$ cat config.mk
export PLATFORM = sky130hd
export DESIGN_NAME = fifo_ctrl_lvl
export DESIGN_NICKNAME = d
export VERILOG_FILES = /design/src/rtl/fifo_ctrl_lvl.sv
export SDC_FILE = /design/constraint.sdc
export NUM_CORES = 1
export LEC_CHECK = 0
export CORE_UTILIZATION = 25
export DETAILED_ROUTE_END_ITERATION = 12
export HOLD_SLACK_MARGIN = 0.02
export PLACE_DENSITY_LB_ADDON = 0.05
export SYNTH_ARGS = -nofsm -noshare
export SYNTH_HDL_FRONTEND = slang
export SYNTH_SLANG_ARGS = --single-unit
$ cat constraint.sdc
create_clock -name clk -period 2.6 [get_ports clk]
set_clock_uncertainty 0.05 [all_clocks]
set_input_delay 0.26 -clock clk [delete_from_list [all_inputs] [get_ports clk]]
set_output_delay 0.26 -clock clk [all_outputs]
set_load 0.01 [all_outputs]
$ cat src/rtl/fifo_ctrl_lvl.sv
// FIFO pointer/status controller for an external dual-port register file.
// It keeps the occupancy count, watermark flags, qualified enables and sticky error flags.
module fifo_ctrl_lvl #(
  parameter int ADDR_WIDTH = 4,
  parameter int AF_LEVEL   = 2**ADDR_WIDTH - 1,
  parameter int AE_LEVEL   = 1
) (
  input  logic                  clk,
  input  logic                  reset,
  input  logic                  rd,
  input  logic                  wr,
  input  logic                  flush,
  input  logic                  clr_err,
  output logic                  wr_en,
  output logic                  rd_en,
  output logic [ADDR_WIDTH-1:0] w_addr,
  output logic [ADDR_WIDTH-1:0] r_addr,
  output logic [ADDR_WIDTH:0]   count,
  output logic                  empty,
  output logic                  full,
  output logic                  almost_empty,
  output logic                  almost_full,
  output logic                  overflow,
  output logic                  underflow
);

  localparam int                DEPTH   = 2**ADDR_WIDTH;
  localparam logic [ADDR_WIDTH:0] DEPTH_C = (ADDR_WIDTH+1)'(DEPTH);
  localparam logic [ADDR_WIDTH:0] AF_C    = (ADDR_WIDTH+1)'(AF_LEVEL);
  localparam logic [ADDR_WIDTH:0] AE_C    = (ADDR_WIDTH+1)'(AE_LEVEL);
  localparam logic [ADDR_WIDTH-1:0] PTR_ONE = ADDR_WIDTH'(1);
  localparam logic [ADDR_WIDTH:0]   CNT_ONE = (ADDR_WIDTH+1)'(1);

  logic ovf_evt;
  logic udf_evt;

  // Status is decoded from the registered count only.
  assign empty        = (count == '0);
  assign full         = (count == DEPTH_C);
  assign almost_empty = (count <= AE_C);
  assign almost_full  = (count >= AF_C);

  // A write into a full FIFO is allowed when a read frees the slot in the same cycle.
  always_comb begin
    wr_en   = 1'b0;
    rd_en   = 1'b0;
    ovf_evt = 1'b0;
    udf_evt = 1'b0;
    if (!flush) begin
      wr_en   = wr & (~full | rd);
      rd_en   = rd & ~empty;
      ovf_evt = wr & ~wr_en;
      udf_evt = rd & empty;
    end
  end

  always_ff @(posedge clk) begin
    if (reset || flush) begin
      w_addr <= '0;
      r_addr <= '0;
      count  <= '0;
    end else begin
      if (wr_en) w_addr <= w_addr + PTR_ONE;
      if (rd_en) r_addr <= r_addr + PTR_ONE;
      case ({wr_en, rd_en})
        2'b10:   count <= count + CNT_ONE;
        2'b01:   count <= count - CNT_ONE;
        default: count <= count;
      endcase
    end
  end

  // Errors survive flush; a new error in the clr_err cycle wins.
  always_ff @(posedge clk) begin
    if (reset) begin
      overflow  <= 1'b0;
      underflow <= 1'b0;
    end else begin
      if (ovf_evt)      overflow <= 1'b1;
      else if (clr_err) overflow <= 1'b0;
      if (udf_evt)      underflow <= 1'b1;
      else if (clr_err) underflow <= 1'b0;
    end
  end

endmodule

Word level (Yosys, flattened, before mapping)
Index checks and enable logic that the tools add are counted.

word-level totals
  register bits after elaboration = 15
  input bits = 6
  output and inout port bits = 21
  word-level logic and storage cells = 35

cells by class
  add/sub/neg operators = 4
  order comparisons = 2
  eq/ne operators = 3
  multiplexer cells = 8
  bitwise gates (word level) = 8
  reduce and logical (&&, ||, !) cells = 5

operators by type and width
  kind                   count
  $pmux W5 S2            1
  $add A4 B1 Y4 const B  2
  $mux W1                7
  $reduce_bool A2 Y1     3
  $add A5 B1 Y5 const B  1
  $eq A5 B5 Y1 const B   1
  $ge A5 B4 Y1 const B   1
  $le A5 B1 Y1 const B   1
  $logic_not A5 Y1       1
  $sub A5 B1 Y5 const B  1
  $and A1 B1 Y1          4
  $not A1 Y1             3
  $eq A2 B1 Y1 const B   1
  $eq A2 B2 Y1 const B   1
  $logic_or A1 B1 Y1     1
  $or A1 B1 Y1           1

Depth between registers and ports, before layout
  depth after elaboration = 8
  mapped depth = 10

Worst setup path before layout
OpenSTA, ideal clock, no wires.

  path kind = reg-to-reg
  start = reg count[0]
  end = reg count[3]
  data arrival time = 2,560 ps
  data required time = 2,481 ps
  path slack = -79 ps
  cell stages (with the launch flop) = 11
  buffers on the path = 2
  cell sequence = dfxtp_1 > inv_1 > ha_1 > nor4b_1 > buf_2 > nor2_1 > ha_1 > buf_2 > or4b_4 > a2111o_1 > o21ai_1

between the ends
  elaborated cells on any way between the ends = 15
  those cells by class = add/sub (2); eq/ne (3); mux (3); bitwise (5); reduce/logical (2)

RTL lines
  element                                                   line  source
  from (decl)                                               18    output logic [ADDR_WIDTH:0] count,
  from (signal assigned)                                    66    2'b10: count <= count + CNT_ONE;
  from (signal assigned)                                    67    2'b01: count <= count - CNT_ONE;
  from (signal assigned)                                    68    default: count <= count;
  $logic_not A5 Y1 *                                        38    assign empty = (count == '0);
  net empty                                                 19    output logic empty,
  $not A1 Y1 *                                              51    rd_en = rd & ~empty;
  $and A1 B1 Y1 *                                           51
  $mux W1 *                                                 49    if (!flush) begin
  net rd_en                                                 15    output logic rd_en,
  $eq A2 B1 Y1 / $eq A2 B2 Y1 (equally long branches)       65    case ({wr_en, rd_en})
  $pmux W5 S2 / $reduce_bool A2 Y1 (equally long branches)  n/a

The timed path passes the listed nets; every way through them passes the cells marked *.
A chain may end at the register's enable or synchronous reset.

Worst setup path after layout
  start = reg count[1]
  end = out wr_en

between the ends
  word-level cells in the longest chain between the ends = 5

ends and longest elaborated chain
  element        line  source
  $eq A5 B5 Y1   39    assign full = (count == DEPTH_C);
  $not A1 Y1     50    wr_en = wr & (~full | rd);
  $or A1 B1 Y1   50
  $and A1 B1 Y1  50
  $mux W1        49
  to (decl)      14    output logic wr_en,

No other way between the ends.

==> reports/qor.yml <==
status:
  outcome: "complete, no violations"
synthesis:
  synth_top_family_by_area: "simple AND/OR/NAND/NOR gates"
  ys_types: 35
  synth-simple-area-share_pct: 24.9
  synth_largest_area_cell: "dfxtp_1"
  synth_top_area_share_pct: 32.7
  synth_area_sq_um: 918
  seq_area_frac_synth_pct: 32.7
  synth_xor_area_share_pct: 1.91
  synth.area.top_cells: "dfxtp_1, ha_1, mux2i_1, a21oi_1, inv_1"
  synthMuxAreaShare_pct: 5.45
  synth_compound_area_share_pct: 16.3
  ys_warn_count: 0
  ys_ff_latch: 15
  synth_area_per_cell_sq_um: 8.50
  synth_nets: 122
  synth_fa_ha_area_share_pct: 10.9
  syn_inst: 108
sta:
  hold_viol_final: 0
  min_period_over_period_pct: 90.3
  final.setup.tns_ns: 0
  rsz0062_at_grt: "false"
  max_freq_ghz: 0.426
  timing.final.ws_setup_ns: 0.251
  setup_violations: 0
  slew_viol_final: 0
  worst_pin_slew_ns: 0.579
  slew_headroom_pct: 61.3
  min_period_ns: 2.35
die:
  initial_core_util_pct: 26.9
  die_h_um: 62.6
  die_area_sq_um: 3920
  rows: 21
  core_area_sq_um: 3420
  pin_count: 27
  die_w_um: 62.6
grt:
  grt_pass1_vias: 806
  antenna_found_initial: 0
  overflow: 0
  grt_pass1_wl_mm: 3.86
  grt_max_degree: 12
  grt.total_usage_pct: 12.4
routing:
  drtPass1Iterations: 2
  antenna_left: 0
  wl_mm: 2.26
  via_count: 869
  wl_per_cell_um: 12.2
  avgViaCountPerCell: 4.67
  drt_iter0_markers: 14
  drc: 0
place:
  place_hpwl_mm: 1.68
  pre_cts_slack_ns: 0.249
  portBuffers: 26
  dpl_cell_area_sq_um: 1270
  gp_congestion: 0.810
final_layout:
  fin_util_pct: 38.2
  regArea_sq_um: 302
  layout-drive-gt1-share_pct: 13.6
  fillers: 387
  diodes: 0
  final_cell_mix: "clkdlybuf4s50_1, dfxtp_1, inv_1, buf_4"
  mostFrequentLayoutCell: "clkdlybuf4s50_1"
  fin_area_sq_um: 1310
  area_growth_pct: 42.2
  fin_nets: 155
  multi_input_area_sq_um: 559
pwr:
  p_leak_nw: 0.491
  power_density_nw_per_um2: 353
  power.total_mw: 0.461
  irDropWorstVdd_uv: 170
setup_path:
  cp.required_ns: 2.29
  worst_setup_path_start_kind: "flip-flop"
  end_kind: "primary output"
  critical_path_class: "reg -> out"
  crit_path_max_fanout: 5
  cp.arrival_ns: 2.04
clock_tree:
  cts_tree: "yes"
  cts_buffer_depth: 2
  cts.reportedPaths.clkPinSlew_ns: 0.10
  post_cts_resized: 0
  htree_levels: 1
  ctsHoldBuffers: 0
  cts_root_buf: "clkbuf_4"
  postCtsSetupRepairBufs: 0
  cts_sinks: 15
  numCtsBuffers: 3
  clk_latency_ns: 0.28
hold_path:
  min_path_type: "reg -> reg"
flow_run:
  cap_violations: 0
-- cell families (layout without fill, tap and decap cells) --
family	after synthesis	count (layout)
fa+ha+maj	8	8
buf+inv	16	48
xor+xnor	2	2
simple gates	39	39
flops	15	15
compound gates	23	23
mux	5	5
-- state kept, by name (all words and copies together), names as in the netlist --
signal     count
count          5
overflow       1
r_addr         4
underflow      1
w_addr         4
-- worst max-delay path: stages, from the launching register on --
cell and delay (ns):
dfxtp_1 0.34, inv_1 0.09, ha_1 0.20, and4bb_1 0.26, a21oi_2 0.18, buf_4 0.15
clkdlybuf4s50_1 0.53
-- synth_stat cells --
master / n
inv_1: 9
buf_2: 3
nand2_1: 8
o21ai_0: 2
xor2_1: 2
buf_6: 1
o32ai_1: 1
nor4b_1: 2
buf_1: 1
o21a_1: 2
dfxtp_1: 15
or4b_4: 1
or3_1: 5
a2111o_1: 1
a21oi_1: 9
clkbuf_1: 2
a211oi_1: 3
o31ai_1: 2
ha_1: 8
nand2b_1: 2
mux2i_1: 5
nor4_1: 1
nand4_1: 1
nor3b_1: 1
or3b_2: 1
a32oi_1: 2
nor2_1: 8
nand4b_1: 1
and3_1: 1
or4_1: 2
and4bb_1: 1
o21ai_1: 1
nand3_1: 2
nor2b_1: 1
or2_2: 1
-- stage by stage --
| stage | hold WS [ns] | cells |
|---|---|---|
| after floorplan | 0.282 | 108 |
| after global placement | 0.411 | 182 |
| after detailed placement | 0.418 | 182 |
| after CTS | 0.440 | 186 |
| after global routing | 0.477 | 186 |
| final | 0.432 | 186 |
-- worst paths after layout --
kind | from | endpoint | slack, ns | cells past startpoint
hold / removal | r_addr[3] | r_addr[3] | 0.43 | 2
setup reg to reg | count[1] | count[3] | 0.26 | 9
hold reg to reg | r_addr[3] | r_addr[3] | 0.43 | 2
setup / recovery | count[1] | wr_en | 0.25 | 6
-- report_power, final --
group	internal, mW	switching (mW)
registers	0.233	0.00245
logic	0.0456	0.0443
clock network	0.0595	0.0760
-- metal layers --
metal / wire length [um] / track usage [%] / share of wire [%] / up-vias
met5: 0 / 0 / 0 / -
met1: 1070 / 16.1 / 47 / 400
li1: - / - / - / 450
met4: 18 / 2.62 / 0.80 / 0
met2: 1070 / 19.7 / 47 / 17
met3: 107 / 4.38 / 4.7 / 2
-- layout make-up --
cell class	instances	share of cell area, %
multi-input combinational	77	42.8
timing repair buffer	35	25.1
sequential	15	23.1
tap	46	4.41
inverter	9	2.59
clock buffer	4	2.01
(Power assumes the default switching activity.)
